<file path="config.mk">
export PLATFORM = sky130hd
export DESIGN_NAME = elpis_mem_loader
export DESIGN_NICKNAME = d
export VERILOG_FILES = /design/src/rtl/elpis_loader_pkg.sv /design/src/rtl/elpis_cycle_timer.sv /design/src/rtl/elpis_mem_loader.sv
export SDC_FILE = /design/constraint.sdc
export NUM_CORES = 1
export LEC_CHECK = 0
export ABC_AREA = 1
export CAP_MARGIN = 25
export CELL_PAD_IN_SITES_DETAIL_PLACEMENT = 1
export CELL_PAD_IN_SITES_GLOBAL_PLACEMENT = 1
export CORE_ASPECT_RATIO = 1.2
export CORE_MARGIN = 2
export CORE_UTILIZATION = 32
export CTS_CLUSTER_SIZE = 40
export DETAILED_ROUTE_END_ITERATION = 6
export PLACE_DENSITY = 0.9
export SLEW_MARGIN = 30
export SYNTH_ARGS = -nofsm -noshare
export SYNTH_HDL_FRONTEND = slang
export SYNTH_SLANG_ARGS = --single-unit
</file>
<file path="constraint.sdc">
create_clock -name wb_clk_i -period 1.8 [get_ports wb_clk_i]
set_input_delay 0.45 -clock wb_clk_i [delete_from_list [all_inputs] [get_ports wb_clk_i]]
set_output_delay 0.45 -clock wb_clk_i [all_outputs]
set_load 0.005 [all_outputs]
</file>
<file path="src/rtl/elpis_loader_pkg.sv">
// Shared definitions for the Elpis memory loader: FSM state encoding and
// default memory geometry.
package elpis_loader_pkg;

  localparam int DEF_ADDR_W = 20;
  localparam int DEF_DATA_W = 32;

  typedef enum logic [2:0] {
    LDR_IDLE    = 3'd0,
    LDR_LOAD    = 3'd1,
    LDR_WRITE   = 3'd2,
    LDR_RELEASE = 3'd3,
    LDR_RUN     = 3'd4,
    LDR_ERROR   = 3'd5
  } loader_state_e;

endpackage

</file>
<file path="src/rtl/elpis_cycle_timer.sv">
// Loadable down-counter with a zero flag. Times both the per-word write
// strobe and the post-load reset guard interval.
module elpis_cycle_timer #(
  parameter int W = 2
) (
  input  logic         clk,
  input  logic         rst,
  input  logic         load,
  input  logic [W-1:0] load_val,
  output logic         zero
);

  logic [W-1:0] count;

  // Load wins over counting; the counter parks at zero until reloaded.
  always_ff @(posedge clk) begin
    if (rst) begin
      count <= '0;
    end else if (load) begin
      count <= load_val;
    end else if (count != '0) begin
      count <= count - 1'b1;
    end
  end

  assign zero = (count == '0);

endmodule

</file>
<file path="src/rtl/elpis_mem_loader.sv">
// Elpis program loader: holds the core in reset, streams host words into
// consecutive memory addresses, then releases the core after a guard time.
module elpis_mem_loader
  import elpis_loader_pkg::*;
#(
  parameter int ADDR_W     = DEF_ADDR_W,
  parameter int DATA_W     = DEF_DATA_W,
  parameter int WR_CYCLES  = 2,
  parameter int RESET_HOLD = 4
) (
  input  logic              wb_clk_i,
  input  logic              wb_rst_i,
  input  logic              host_start,
  input  logic [ADDR_W-1:0] host_base_addr,
  input  logic              host_word_valid,
  input  logic [DATA_W-1:0] host_word,
  input  logic              host_last,
  output logic              host_word_ready,
  output logic              core_reset,
  output logic              is_loading_memory_into_core,
  output logic              core_mem_we,
  output logic [ADDR_W-1:0] addr_to_core_mem,
  output logic [DATA_W-1:0] data_to_core_mem,
  output logic [ADDR_W:0]   word_count,
  output logic              host_done,
  output logic              load_error
);

  localparam logic [2:0] S_IDLE    = LDR_IDLE;
  localparam logic [2:0] S_LOAD    = LDR_LOAD;
  localparam logic [2:0] S_WRITE   = LDR_WRITE;
  localparam logic [2:0] S_RELEASE = LDR_RELEASE;
  localparam logic [2:0] S_RUN     = LDR_RUN;
  localparam logic [2:0] S_ERROR   = LDR_ERROR;

  // Timer holds "cycles remaining minus one", so it must fit the larger
  // interval minus one.
  localparam int TMR_MAX = (WR_CYCLES > RESET_HOLD) ? WR_CYCLES : RESET_HOLD;
  localparam int TMR_W   = (TMR_MAX > 1) ? $clog2(TMR_MAX) : 1;
  localparam logic [TMR_W-1:0] WR_LOAD   = TMR_W'(WR_CYCLES - 1);
  localparam logic [TMR_W-1:0] HOLD_LOAD = TMR_W'(RESET_HOLD - 1);

  localparam logic [ADDR_W:0] WC_MAX = {1'b1, {ADDR_W{1'b0}}};

  logic [2:0]        state;
  logic [ADDR_W-1:0] addr_q;
  logic [DATA_W-1:0] data_q;
  logic              last_q;
  logic              tmr_load;
  logic [TMR_W-1:0]  tmr_val;
  logic              tmr_zero;

  // Handshake: a word transfers on a rising edge where host_word_valid and
  // host_word_ready are both high. ready is decoded from state only, so a
  // host_start in the same cycle overrides the transfer (word is dropped and
  // must be re-presented after the restart).
  logic accept;
  assign accept = (state == S_LOAD) && host_word_valid && !host_start;

  // Timer reload points: word accept starts the write strobe, the final
  // write of the last word starts the reset guard.
  always_comb begin
    tmr_load = 1'b0;
    tmr_val  = WR_LOAD;
    if (accept) begin
      tmr_load = 1'b1;
      tmr_val  = WR_LOAD;
    end else if (!host_start && (state == S_WRITE) && tmr_zero && last_q) begin
      tmr_load = 1'b1;
      tmr_val  = HOLD_LOAD;
    end
  end

  elpis_cycle_timer #(
    .W (TMR_W)
  ) u_timer (
    .clk      (wb_clk_i),
    .rst      (wb_rst_i),
    .load     (tmr_load),
    .load_val (tmr_val),
    .zero     (tmr_zero)
  );

  // Sequencer FSM with address/data/count registers; host_start overrides all.
  always_ff @(posedge wb_clk_i) begin
    if (wb_rst_i) begin
      state      <= S_IDLE;
      addr_q     <= '0;
      data_q     <= '0;
      last_q     <= 1'b0;
      word_count <= '0;
    end else if (host_start) begin
      state      <= S_LOAD;
      addr_q     <= host_base_addr;
      word_count <= '0;
    end else begin
      case (state)
        S_LOAD: begin
          if (host_word_valid) begin
            data_q <= host_word;
            last_q <= host_last;
            state  <= S_WRITE;
          end
        end
        S_WRITE: begin
          if (tmr_zero) begin
            if (word_count != WC_MAX) begin
              word_count <= word_count + 1'b1;
            end
            if (last_q) begin
              state <= S_RELEASE;
            end else if (addr_q == '1) begin
              // No wrap: the next word would fall off the top of memory.
              state <= S_ERROR;
            end else begin
              addr_q <= addr_q + 1'b1;
              state  <= S_LOAD;
            end
          end
        end
        S_RELEASE: begin
          if (tmr_zero) begin
            state <= S_RUN;
          end
        end
        default: begin
          state <= state;
        end
      endcase
    end
  end

  // All outputs decode from registered state.
  assign host_word_ready             = (state == S_LOAD);
  assign core_reset                  = (state != S_RUN);
  assign is_loading_memory_into_core = (state == S_LOAD) || (state == S_WRITE);
  assign core_mem_we                 = (state == S_WRITE);
  assign addr_to_core_mem            = addr_q;
  assign data_to_core_mem            = data_q;
  assign host_done                   = (state == S_RUN);
  assign load_error                  = (state == S_ERROR);

endmodule

</file>
==> metrics <==
Worst Path Required 1.35 ns; Max Slew Vio Count 0; critical path endpoint category output port; register area share after synthesis 37.2%; CTS max path bufs 2; FF-to-FF path depth 11; first-pass GRT wire length 24.1 mm; vias in the first global route 5010; antenna violations before repair 0; FF-to-FF End addr_to_core_mem[0]; slowest stage cell, crit path clkdlybuf4s50_1; critical path class reg2out; vias per inst 4.90; Antenna Diode Count 0; Post-Syn Area per Cell 6.51 um^2; Hold Crit Class reg2reg; CP max FO 5; CTS Buf Count 9; arrival time worst endpoint 1.33 ns; area of the die 0.0142 mm^2; GRT overflow 0; CP Cell Sequence buf_4 -> clkdlybuf4s50_1; Post-Layout Cell Count 990; combinational share of power 16.5%; switch share 26.6%; Final nets 878; max-cap viol count 0; CP Launch Type register; worst skew pair latency 0.34 ns; slew at the pin closest to its max-slew limit 0.405 ns; Max Fclk 561 MHz; highest-count cells in the layout ignoring fill and taps 164 x nand2_1, 134 x nor2_1, 125 x clkdlybuf4s50_1, 60 x dfxtp_1, 50 x nand3_1; initial drt markers 214; final hold violation count 0; PortBufs 135; sequential power share 42.2%; FFs w/ async S/R, synth 0%; Yosys cell types 34; Via Count 4847; total clock sinks 79; GRT Resource Usage Total 21.5%; CP Buf/Inv Count 2; Ports 136; final WL 14.8 mm; Mapped Cells 653; FF-to-FF Start state[2]; core area 0.0131 mm^2; Yosys warnings 0; Layout area overhead 50.8%; Synth Register Bits 79; DR pass1 iterations 4; Period Utilization, post-route 99.0%; Placed Cells 968; delay-heaviest family, CP buffers and inverters; power per cell area 704 mW/mm^2; detailed route wirelength on metal3 546 um; TritonCTS clock tree built; Root Buffer Master clkbuf_16; Int Pwr 3.31 mW; Min-Delay Endpoint word_count[7]; VDD IR max 0.552 mV; CP peak stage delay 0.50 ns; CTS clk-pin slew, worst paths 0.07 ns; Final setup viols 0; ys flop type dfxtp_1; Die H 130 um; routed length per instance 15.0 um; leading cell type in the layout, fill and taps excluded nand2_1; dpl ws -0.131 ns; clock network power share 41.2%; Post-synth EDFFs 0; pin count of the biggest net entering global routing 35; overall power 4.51 mW; syn nets 714; share of cells above drive strength 1 13.4%; row count 46; Post-DP HPWL 10.8 mm; Post-Syn Area 0.00425 mm^2; hold depth 2; outcome finished, final reports clean; Clock Skews 0.00786 ns; r2r setup slk 0.13 ns; wire length on met1 6.07 mm; final worst slack 0.0171 ns; Initial Util 32.4%; Top Metal Used met4; Leakage Power 2.64 nW; metal2 WL 7.83 mm; ANT nets after route 0; max_slew headroom 72.9%; Die Wd 109 um; Routability Congestion 0.868; residual DRC count 0; hold path startpoint word_count[7]; Psw 1.20 mW; Clock H-tree levels 3; min cycle time layout 1.78 ns
==> stage by stage <==
step,util (%),setup TNS (ns),hold WS [ns],cell area (um^2)
2_1_floorplan,-,0,0.485,4250
3_3_place_gp,45.4,-1.80,0.488,5960
3_5_place_dp,45.4,-4.31,0.503,5960
4_1_cts,48.2,-0.549,0.518,6320
5_1_grt,48.9,-0.0165,0.536,6410
6_report,48.9,0,0.505,6410
==> synth_stat cells (5+ instances only) <==
cell type / number / area share [%]
nand3_1: 51 / 6.0
buf_2: 5 / 0.59
o21ai_0: 53 / 6.2
a21oi_1: 30 / 3.5
clkbuf_1: 13 / 1.1
nor2_1: 136 / 12
xor2_1: 12 / 2.5
nand2_1: 164 / 14
nand4_1: 5 / 0.74
dfxtp_1: 79 / 37
inv_1: 49 / 4.3
nor3_1: 12 / 1.4
==> cell families (layout without fill, tap and decap cells) <==
logic type	after synthesis	count (layout)	synth area share, %
AND/OR/NAND/NOR	387	387	39.6
AO/OA/AOI/OAI	91	91	11.2
XOR/XNOR	15	15	3.09
buffers and inverters	77	246	7.74
adder cells (fa/ha/maj)	4	4	1.18
flip-flops	79	79	37.2
==> power groups by stage <==
| stage | sequential (mW) | combinational [mW] | clock, mW |
|---|---|---|---|
| 2_1_floorplan | 1.94 | 0.317 | 0 |
| 3_3_place_gp | 1.93 | 0.705 | 0 |
| 3_5_place_dp | 1.94 | 0.723 | 0 |
| 4_1_cts | 1.90 | 0.744 | 1.90 |
| 5_1_grt | 1.91 | 0.825 | 1.95 |
| 6_report | 1.90 | 0.746 | 1.86 |
==> final cells by class <==
class,instances,area [um^2]
Fill cell,1698,6710
Multi-Input combinational cell,497,2390
Timing Repair Buffer,175,1690
Sequential cell,79,1610
Clock buffer,10,229
Inverter,55,216
Tap cell,168,210
Clock inverter,6,68.8
==> per-layer routing <==
metal  track usage [%]  vias to the layer above
met5                 0                        -
met4              8.27                        0
met3              3.25                       27
met2              39.7                      102
met1              24.6                     2312
li1                  -                     2406
==> flip-flops by register name, summed over array words and instances, names as in the netlist <==
name,cells
u_timer.count,2
data_to_core_mem,32
last_q,1
addr_to_core_mem,20
word_count,21
state,3
==> timing repair <==
action                                  in CTS  in global routing
gates resized for setup                     15                 43
cloned                                       0                  0
hold buffers                                 0                  0
setup buffers                                5                  1
hold endpoints to repair                     0                  0
pin swaps                                    0                  1
endpoints found under the setup margin      11                 55
==> worst max-delay path by stage <==
stage                         from              endpoint  slack (ns)  depth (start not counted)
4_1_cts                   state[0]             host_done       -0.15                          2
5_1_grt        addr_to_core_mem[7]   addr_to_core_mem[7]       -0.02                          2
3_3_place_gp            host_start      u_timer.count[0]       -0.08                          5
2_1_floorplan  addr_to_core_mem[0]  addr_to_core_mem[11]        0.20                          9
3_5_place_dp            host_start      u_timer.count[0]       -0.13                          5
6_report       addr_to_core_mem[7]   addr_to_core_mem[7]        0.02                          2
==> worst register-to-register path, cell delays in order (launching register included) <==
cell     delay (ns)
dfxtp_1        0.31
inv_2          0.11
nand2_2        0.08
buf_4          0.15
nor2_4         0.08
buf_4          0.14
nand2_4        0.08
nor2_8         0.13
nand2_8        0.11
nand2_8        0.15
nor2_1         0.06
nor3_1         0.18
Power figures use the tool's default switching activity.
